### src/rtl/boot_loader_pkg.sv
// Shared definitions for the boot loader: FSM state encoding and stream header size.
package boot_loader_pkg;

  typedef enum logic [2:0] {
    ST_IDLE   = 3'd0,
    ST_CNT_HI = 3'd1,
    ST_DATA   = 3'd2,
    ST_CSUM   = 3'd3,
    ST_RUN    = 3'd4,
    ST_ERR    = 3'd5
  } state_t;

  localparam int HDR_BYTES = 2;

endpackage

### src/rtl/boot_loader_word_assembler.sv
// Little-endian 8-to-32 assembler; word and word_done are valid in the cycle the 4th byte arrives.
module word_assembler (
  input  logic        clk,
  input  logic        rst_n,
  input  logic        byte_valid,
  input  logic [7:0]  byte_in,
  output logic [31:0] word,
  output logic        word_done
);

  logic [1:0]  lane;
  logic [23:0] shreg;

  // Earlier bytes shift down so the first byte of a word lands in the low lane.
  always_ff @(posedge clk) begin
    if (!rst_n) begin
      lane  <= 2'd0;
      shreg <= 24'd0;
    end else if (byte_valid) begin
      lane  <= lane + 2'd1;
      shreg <= {byte_in, shreg[23:8]};
    end
  end

  assign word      = {byte_in, shreg};
  assign word_done = byte_valid && (lane == 2'd3);

endmodule

### src/rtl/boot_loader.sv
// Byte-stream image loader: writes instruction memory, verifies an XOR checksum, then releases the CPU.
module boot_loader
  import boot_loader_pkg::*;
#(
  parameter int ADDR_W    = 8,
  parameter int MAX_WORDS = 2**ADDR_W
) (
  input  logic              clk,
  input  logic              rst_n,
  input  logic [7:0]        rx_data,
  input  logic              rx_valid,
  output logic              rx_ready,
  output logic              imem_we,
  output logic [ADDR_W-1:0] imem_addr,
  output logic [31:0]       imem_wdata,
  output logic              cpu_run,
  output logic              load_err,
  output logic              busy
);

  state_t            state, next_state;
  logic [7:0]        cnt_lo;
  logic [15:0]       word_cnt;
  logic [ADDR_W:0]   word_idx;
  logic [31:0]       csum;
  logic              accept;
  logic              asm_valid;
  logic [31:0]       asm_word;
  logic              word_done;
  logic [15:0]       count_n;
  logic              oversize;
  logic              last_word;

  assign rx_ready = rst_n && ((state == ST_IDLE) || (state == ST_CNT_HI) ||
                              (state == ST_DATA) || (state == ST_CSUM));
  assign accept    = rx_valid && rx_ready;
  assign asm_valid = accept && ((state == ST_DATA) || (state == ST_CSUM));
  assign count_n   = {rx_data, cnt_lo};
  assign oversize  = {1'b0, count_n} > 17'(MAX_WORDS);
  assign last_word = (17'(word_idx) + 17'd1) == {1'b0, word_cnt};

  // The same assembler serves data words and the trailing checksum word.
  word_assembler u_asm (
    .clk        (clk),
    .rst_n      (rst_n),
    .byte_valid (asm_valid),
    .byte_in    (rx_data),
    .word       (asm_word),
    .word_done  (word_done)
  );

  always_ff @(posedge clk) begin
    if (!rst_n) state <= ST_IDLE;
    else        state <= next_state;
  end

  always_comb begin
    next_state = state;
    case (state)
      ST_IDLE:   if (accept) next_state = ST_CNT_HI;
      ST_CNT_HI: begin
        if (accept) begin
          if (oversize)            next_state = ST_ERR;
          else if (count_n == '0)  next_state = ST_CSUM;
          else                     next_state = ST_DATA;
        end
      end
      ST_DATA:   if (word_done && last_word) next_state = ST_CSUM;
      ST_CSUM:   if (word_done) next_state = (asm_word == csum) ? ST_RUN : ST_ERR;
      ST_RUN:    next_state = ST_RUN;
      ST_ERR:    next_state = ST_ERR;
      default:   next_state = ST_IDLE;
    endcase
  end

  // Write port, word index and running checksum; address/data hold between writes.
  always_ff @(posedge clk) begin
    if (!rst_n) begin
      cnt_lo     <= 8'd0;
      word_cnt   <= 16'd0;
      word_idx   <= '0;
      csum       <= 32'd0;
      imem_we    <= 1'b0;
      imem_addr  <= '0;
      imem_wdata <= 32'd0;
    end else begin
      imem_we <= 1'b0;
      if (accept && (state == ST_IDLE))   cnt_lo   <= rx_data;
      if (accept && (state == ST_CNT_HI)) word_cnt <= count_n;
      if ((state == ST_DATA) && word_done) begin
        imem_we    <= 1'b1;
        imem_addr  <= word_idx[ADDR_W-1:0];
        imem_wdata <= asm_word;
        csum       <= csum ^ asm_word;
        word_idx   <= word_idx + {{ADDR_W{1'b0}}, 1'b1};
      end
    end
  end

  assign cpu_run  = (state == ST_RUN);
  assign load_err = (state == ST_ERR);
  assign busy     = (state == ST_CNT_HI) || (state == ST_DATA) || (state == ST_CSUM);

endmodule

### config.mk
export PLATFORM = sky130hd
export DESIGN_NAME = boot_loader
export DESIGN_NICKNAME = d
export VERILOG_FILES = /design/src/rtl/boot_loader_pkg.sv /design/src/rtl/boot_loader_word_assembler.sv /design/src/rtl/boot_loader.sv
export SDC_FILE = /design/constraint.sdc
export NUM_CORES = 1
export LEC_CHECK = 0
export BUFFER_PORTS_ARGS = -buffer_cell sky130_fd_sc_hd__buf_2
export CORE_UTILIZATION = 50
export DETAILED_ROUTE_END_ITERATION = 8
export GPL_TIMING_DRIVEN = 0
export PLACE_DENSITY = 0.69
export SLEW_MARGIN = 20
export SYNTH_ARGS = -nofsm -noshare
export SYNTH_HDL_FRONTEND = slang
export SYNTH_SLANG_ARGS = --single-unit
### constraint.sdc
create_clock -name clk -period 3.5 [get_ports clk]
set_clock_uncertainty 0.05 [all_clocks]
set_input_delay 0.525 -clock clk [delete_from_list [all_inputs] [get_ports clk]]
set_output_delay 0.525 -clock clk [all_outputs]
set_load 0.02 [all_outputs]
## Yosys cells after proc, flatten, opt, wreduce, memory -nomap -nowiden

Cells that the tools add are included.

| operators by class | value |
|---|---|
| add/sub/neg operators | 3 |
| $lt $le $gt $ge | 1 |
| equality and inequality tests | 12 |
| multiplexer cells | 9 |
| bitwise logic cells | 1 |
| reductions and logical operators | 17 |

Operators with widths:

| kind | number |
|---|---|
| equality test 32 bit | 1 |
| XOR 32 bit | 1 |
| case mux 3 bit (6 select lines) | 1 |
| equality test 10 x 16 -> 1 bit | 1 |
| greater-than comparator 16 x 9 -> 1 bit (second input constant) | 1 |
| zero test 16 bit | 1 |
| 2-to-1 mux 3 bit | 5 |
| adder 9 x 1 -> 10 bit (second input constant) | 1 |
| adder 9 x 1 -> 9 bit (second input constant) | 1 |
| logical AND 1 bit | 8 |
| inequality test 2 bit (second input constant) | 4 |
| equality test 3 x 2 -> 1 bit (second input constant) | 2 |
| equality test 3 bit (second input constant) | 2 |
| logical OR 1 bit | 6 |
| AND reduction 4 bit | 1 |
| equality test 3 x 1 -> 1 bit (second input constant) | 1 |
| zero test 3 bit | 1 |
| 2-to-1 mux 1 bit | 3 |
| adder 2 x 1 -> 2 bit (second input constant) | 1 |
| equality test 2 bit (second input constant) | 1 |

| storage, ports and cells | value |
|---|---|
| flip-flop bits (word level) | 135 |

## Logic depth before layout (Yosys ltp)

| depth | value |
|---|---|
| depth after elaboration | 11 |
| gate-level depth with buffers | 9 |
| mapped depth without buffers | 7 |

## Cells and area by module

A second synthesis with hierarchy kept.

| unflattened totals | value |
|---|---|
| cell total of the unflattened synthesis | 627 |
| area, all modules | 5891.9 sq um |

By module, submodules not included:

| module | times used | cells an instance | area each (sq um) | sequential area each (sq um) |
|---|---|---|---|---|
| boot_loader | 1 | 534 | 4815.9 | 2182.1 |
| word_assembler | 1 | 93 | 1076.0 | 520.5 |

## Worst setup path before layout

OpenSTA, ideal clock, no wires.

| timing path | value |
|---|---|
| path type | input to register |
| from | input port rst_n |
| to | register u_asm.shreg[16] |
| arrival | 1932 ps |
| slack | 1448 ps |
| stages on the path | 8 |
| cells stage by stage | buf_2 > inv_1 > nor2_1 > and3_1 > clkbuf_1 > buf_2 > nand2_1 > a21oi_1 |

| on the way | value |
|---|---|
| cells in the longest elaborated chain, start to end | 3 |

RTL lines:

| what | RTL line | RTL |
|---|---|---|
| from (decl) | boot_loader.sv:9 | `input logic rst_n,` |
| logical AND 1 bit | boot_loader.sv:34 | `assign rx_ready = rst_n && ((state == ST_IDLE) \|\| (state == ST_CNT_HI) \|\|` |
| named net rx_ready | boot_loader.sv:12 | `output logic rx_ready,` |
| logical AND 1 bit | boot_loader.sv:36 | `assign accept = rx_valid && rx_ready;` |
| logical AND 1 bit | boot_loader.sv:37 | `assign asm_valid = accept && ((state == ST_DATA) \|\| (state == ST_CSUM));` |
| to (signal assigned) | boot_loader_word_assembler.sv:21 | `shreg <= {byte_in, shreg[23:8]};` |
| to (decl) | boot_loader_word_assembler.sv:12 | `logic [23:0] shreg;` |

The timed path passes the listed nets, and every way through them passes these cells.
A chain may end at the register's enable or synchronous reset.

## Worst setup path in the final report

| timing path | value |
|---|---|
| from | register word_idx[1] |
| to | register state[2] |

| on the way | value |
|---|---|
| cells in the longest elaborated chain, start to end | 5 |

RTL lines:

| what | RTL line | RTL |
|---|---|---|
| from (decl) | boot_loader.sv:24 | `logic [ADDR_W:0] word_idx;` |
| from (signal assigned) | boot_loader.sv:95 | `word_idx <= word_idx + {{ADDR_W{1'b0}}, 1'b1};` |
| adder 9 x 1 -> 10 bit | boot_loader.sv:40 | `assign last_word = (17'(word_idx) + 17'd1) == {1'b0, word_cnt};` |
| equality test 10 x 16 -> 1 bit | boot_loader.sv:40 |  |
| logical AND 1 bit | boot_loader.sv:68 | `ST_DATA: if (word_done && last_word) next_state = ST_CSUM;` |
| inequality test 2 bit (no source line) | - |  |
| AND reduction 4 bit (no source line) | - |  |
| to (signal assigned) | boot_loader.sv:54 | `else state <= next_state;` |
| to (decl) | boot_loader.sv:21 | `state_t state, next_state;` |

Every way passes these cells.

==> results_dict.tcl <==
set metrics [dict create \
    tightestPinTransition_ns 0.712 \
    critPathCapture "state[2]" \
    syn_inst 668 \
    whs_path_depth 3 \
    synth.distinct_cells 39 \
    ys_ff_latch 135 \
    totalWireLength_mm 13.6 \
    critPathKind "reg2reg" \
    grt_antenna_before_repair 0 \
    syn_to_final_growth_pct 18.2 \
    num_antenna_cells 0 \
    drv_cap 0 \
    p_seq_frac 0.459 \
    syn_nets 681 \
    grt_max_degree 17 \
    dp_hpwl_mm 9.78 \
    power.share.clock 0.507 \
    drive_gt1_frac 0.121 \
    cts-root-buf "clkbuf_8" \
    endpoint_kind "flop" \
    r2r_end "state[2]" \
    worstPathRequired_ns 3.92 \
    slowest_delay_ns 0.44 \
    final_cell_area_um2 6590 \
    dieArea_um2 11600 \
    irDropWorstVdd_mv 0.390 \
    cts.path.max_buffers 2 \
    drt_iter0_drc 263 \
    hold_ws_ns 0.287 \
    max_freq_ghz 0.415 \
    period_share 0.689 \
    wl_per_cell_um 15.2 \
    combinationalPowerShare 0.034 \
    core_um2 10800 \
    gp_congestion 0.857 \
    cp_num_buf_inv 1 \
    row_count 38 \
    cts_sinks 135 \
    final-max-slew-violation-count 0 \
    grt_pass1_wl_mm 22.4 \
    critPathArrivalTime_ns 2.83 \
    p_int_mw 2.66 \
    period_needed_ns 2.41 \
    path_cells "ha_1, clkbuf_1, xnor2_1, nor2_1, a2111oi_0, nand3_1, o21ai_0, and3_1" \
    r2r_cells 8 \
    num_vias 4688 \
    holdCritPathClass "in2reg" \
    firstDrtPassIters 4 \
    crit_family "compound AO/OA/AOI/OAI gates" \
    swShare 0.213 \
    setup_slack_ns 1.09 \
    drc 0 \
    place_area_um2 6020 \
    cts_tree "built" \
    clk_pin_slew_ns 0.06 \
    p_total_mw 3.38 \
    reg2reg_slack_ns 1.09 \
    ctsHoldBuffers 0 \
    totalNegativeSetupSlack_ns 0 \
    die_x_um 108 \
    dp_slack_ns 1.01 \
    cp_max_fo 8 \
    p_leak_nw 2.48 \
    cp.depth 8 \
    layout.nets 753 \
    slew_headroom 0.522 \
    numPortBuffers 53 \
    finalHoldViolCount 0 \
    grt_overflow 0 \
    avgSynthCellArea_um2 8.35 \
    ys_warn_count 0 \
    powerDensity_nw_per_um2 513 \
    setup_violations 0 \
    crit_start "word_idx[1]" \
    start_kind "flop" \
    ant_nets 0 \
    ys_seq_area_frac 0.485 \
    outcome "complete, no violations" \
    clock_latency_ns 0.52 \
    critPathSlowestCell "dfxtp_1" \
    syn_area_um2 5580 \
    dieHeight_um 108 \
    grt_pass1_vias 4526 \
    post-cts-setup-buffers 0 \
    grt_util_all_layers 0.256 \
    post_cts_resized 0 \
    p_switching_mw 0.720 \
    rsz0062_at_grt "no" \
    vias_per_cell 5.26 \
    numCtsBuffers 17 \
    htree_num_levels 4 \
    r2r-start "word_idx[1]" \
    ios 56 \
    initial_core_util 0.515 \
]
## synth_stat cells (all sizes together)
library cell,number,area [µm²]
ha,2,25.0
dfxtp,135,2700
or2,1,6.26
nor3,9,45.0
o211ai,2,15.0
maj3,1,10.0
nand3,10,50.1
a221oi,1,15.0
o211a,1,10.0
nand2,176,661
clkbuf,33,124
a32o,1,10.0
o21ai,6,30.0
a31oi,1,6.26
inv,5,18.8
nand2b,3,18.8
and3,8,51.3
a21boi,1,7.51
a21o,3,22.5
buf,10,46.3
and2,33,206
or3,2,12.5
nand4,11,68.8
nor2,22,82.6
xnor2,75,657
a2111oi,1,8.76
mux2i,9,90.1
nand3b,1,7.51
o311a,1,10.0
xor2,6,52.6
a211oi,1,7.51
or4,1,7.51
o21a,1,7.51
nor4,7,43.8
a21oi,88,440
## worst min-delay path by stage
stage,start,endpoint,slack [ns]
after detailed placement,imem_wdata[26],imem_wdata[26],0.39
after floorplan,word_cnt[14],word_cnt[14],0.39
final,rx_data[2],u_asm.shreg[18],0.29
after global routing,rx_data[5],word_cnt[13],0.28
after CTS,rx_data[2],u_asm.shreg[18],0.26
after global placement,imem_wdata[22],imem_wdata[22],0.39
## kinds of logic after synthesis
| group | after synthesis | synth area share |
|---|---|---|
| simple gates | 284 | 0.226 |
| fa+ha+maj | 3 | 0.00628 |
| compound gates | 108 | 0.106 |
| mux | 9 | 0.0162 |
| buf+inv | 48 | 0.0339 |
| xor+xnor | 81 | 0.127 |
| flops | 135 | 0.485 |
## sequential cells by signal (all words and copies together) (netlist names)
register     count
word_idx         9
cnt_lo           8
imem_addr        8
word_cnt        16
u_asm.lane       2
imem_we          1
imem_wdata      32
u_asm.shreg     24
state            3
csum            32
## through the flow
stage,cells,util
floorplan,668,-
global placement,861,0.555
detailed placement,861,0.555
CTS,892,0.608
global route,892,0.608
finish,892,0.608
## power groups by stage
stage                     registers, mW  clock network [mW]  logic [mW]
after detailed placement           1.59                   0       0.113
after CTS                          1.55                1.74       0.114
after global placement             1.59                   0       0.111
after global routing               1.55                1.81       0.125
final                              1.55                1.72       0.115
after floorplan                    1.58                   0      0.0706
## per-layer routing
| layer | vias to the layer above | GRT usage | routed length (µm) |
|---|---|---|---|
| li1 | 2334 | - | - |
| met1 | 2230 | 0.306 | 5860 |
| met2 | 110 | 0.429 | 6730 |
| met3 | 14 | 0.0678 | 789 |
| met4 | 0 | 0.116 | 202 |
| met5 | - | 0 | 0 |
## placed cells by master, fill, tap and decap left out, drive strengths merged, types with 2 or more instances in the layout
master,count
buf,63
clkinvlp,2
and2,33
nor3,9
a21o,3
dfxtp,135
inv,5
and3,8
nor4,7
xnor2,75
ha,2
nand2b,3
bufinv,2
a21oi,88
nand4,11
o21ai,6
mux2i,9
xor2,6
nand3,10
o211ai,2
or3,2
clkbuf,57
nand2,176
clkinv,3
nor2,22
## cell type report
type / instances / area [µm²]
plain buffers: 43 / 170
clock buffers: 24 / 480
clock inverters: 7 / 93.8
fillers: 976 / 4250
inverters: 5 / 18.8
multi-input cells: 485 / 2690
flip-flops and latches: 135 / 2700
well taps: 140 / 175
repair buffers: 53 / 265
## tightest hold or removal path, delay by kind of cell
family | cells | cell delay, ns
buffers and inverters | 1 | 0.16
and+or+nand+nor | 1 | 0.08
AOI/OAI and AO/OA | 1 | 0.05
Power figures use the tool's default switching activity.
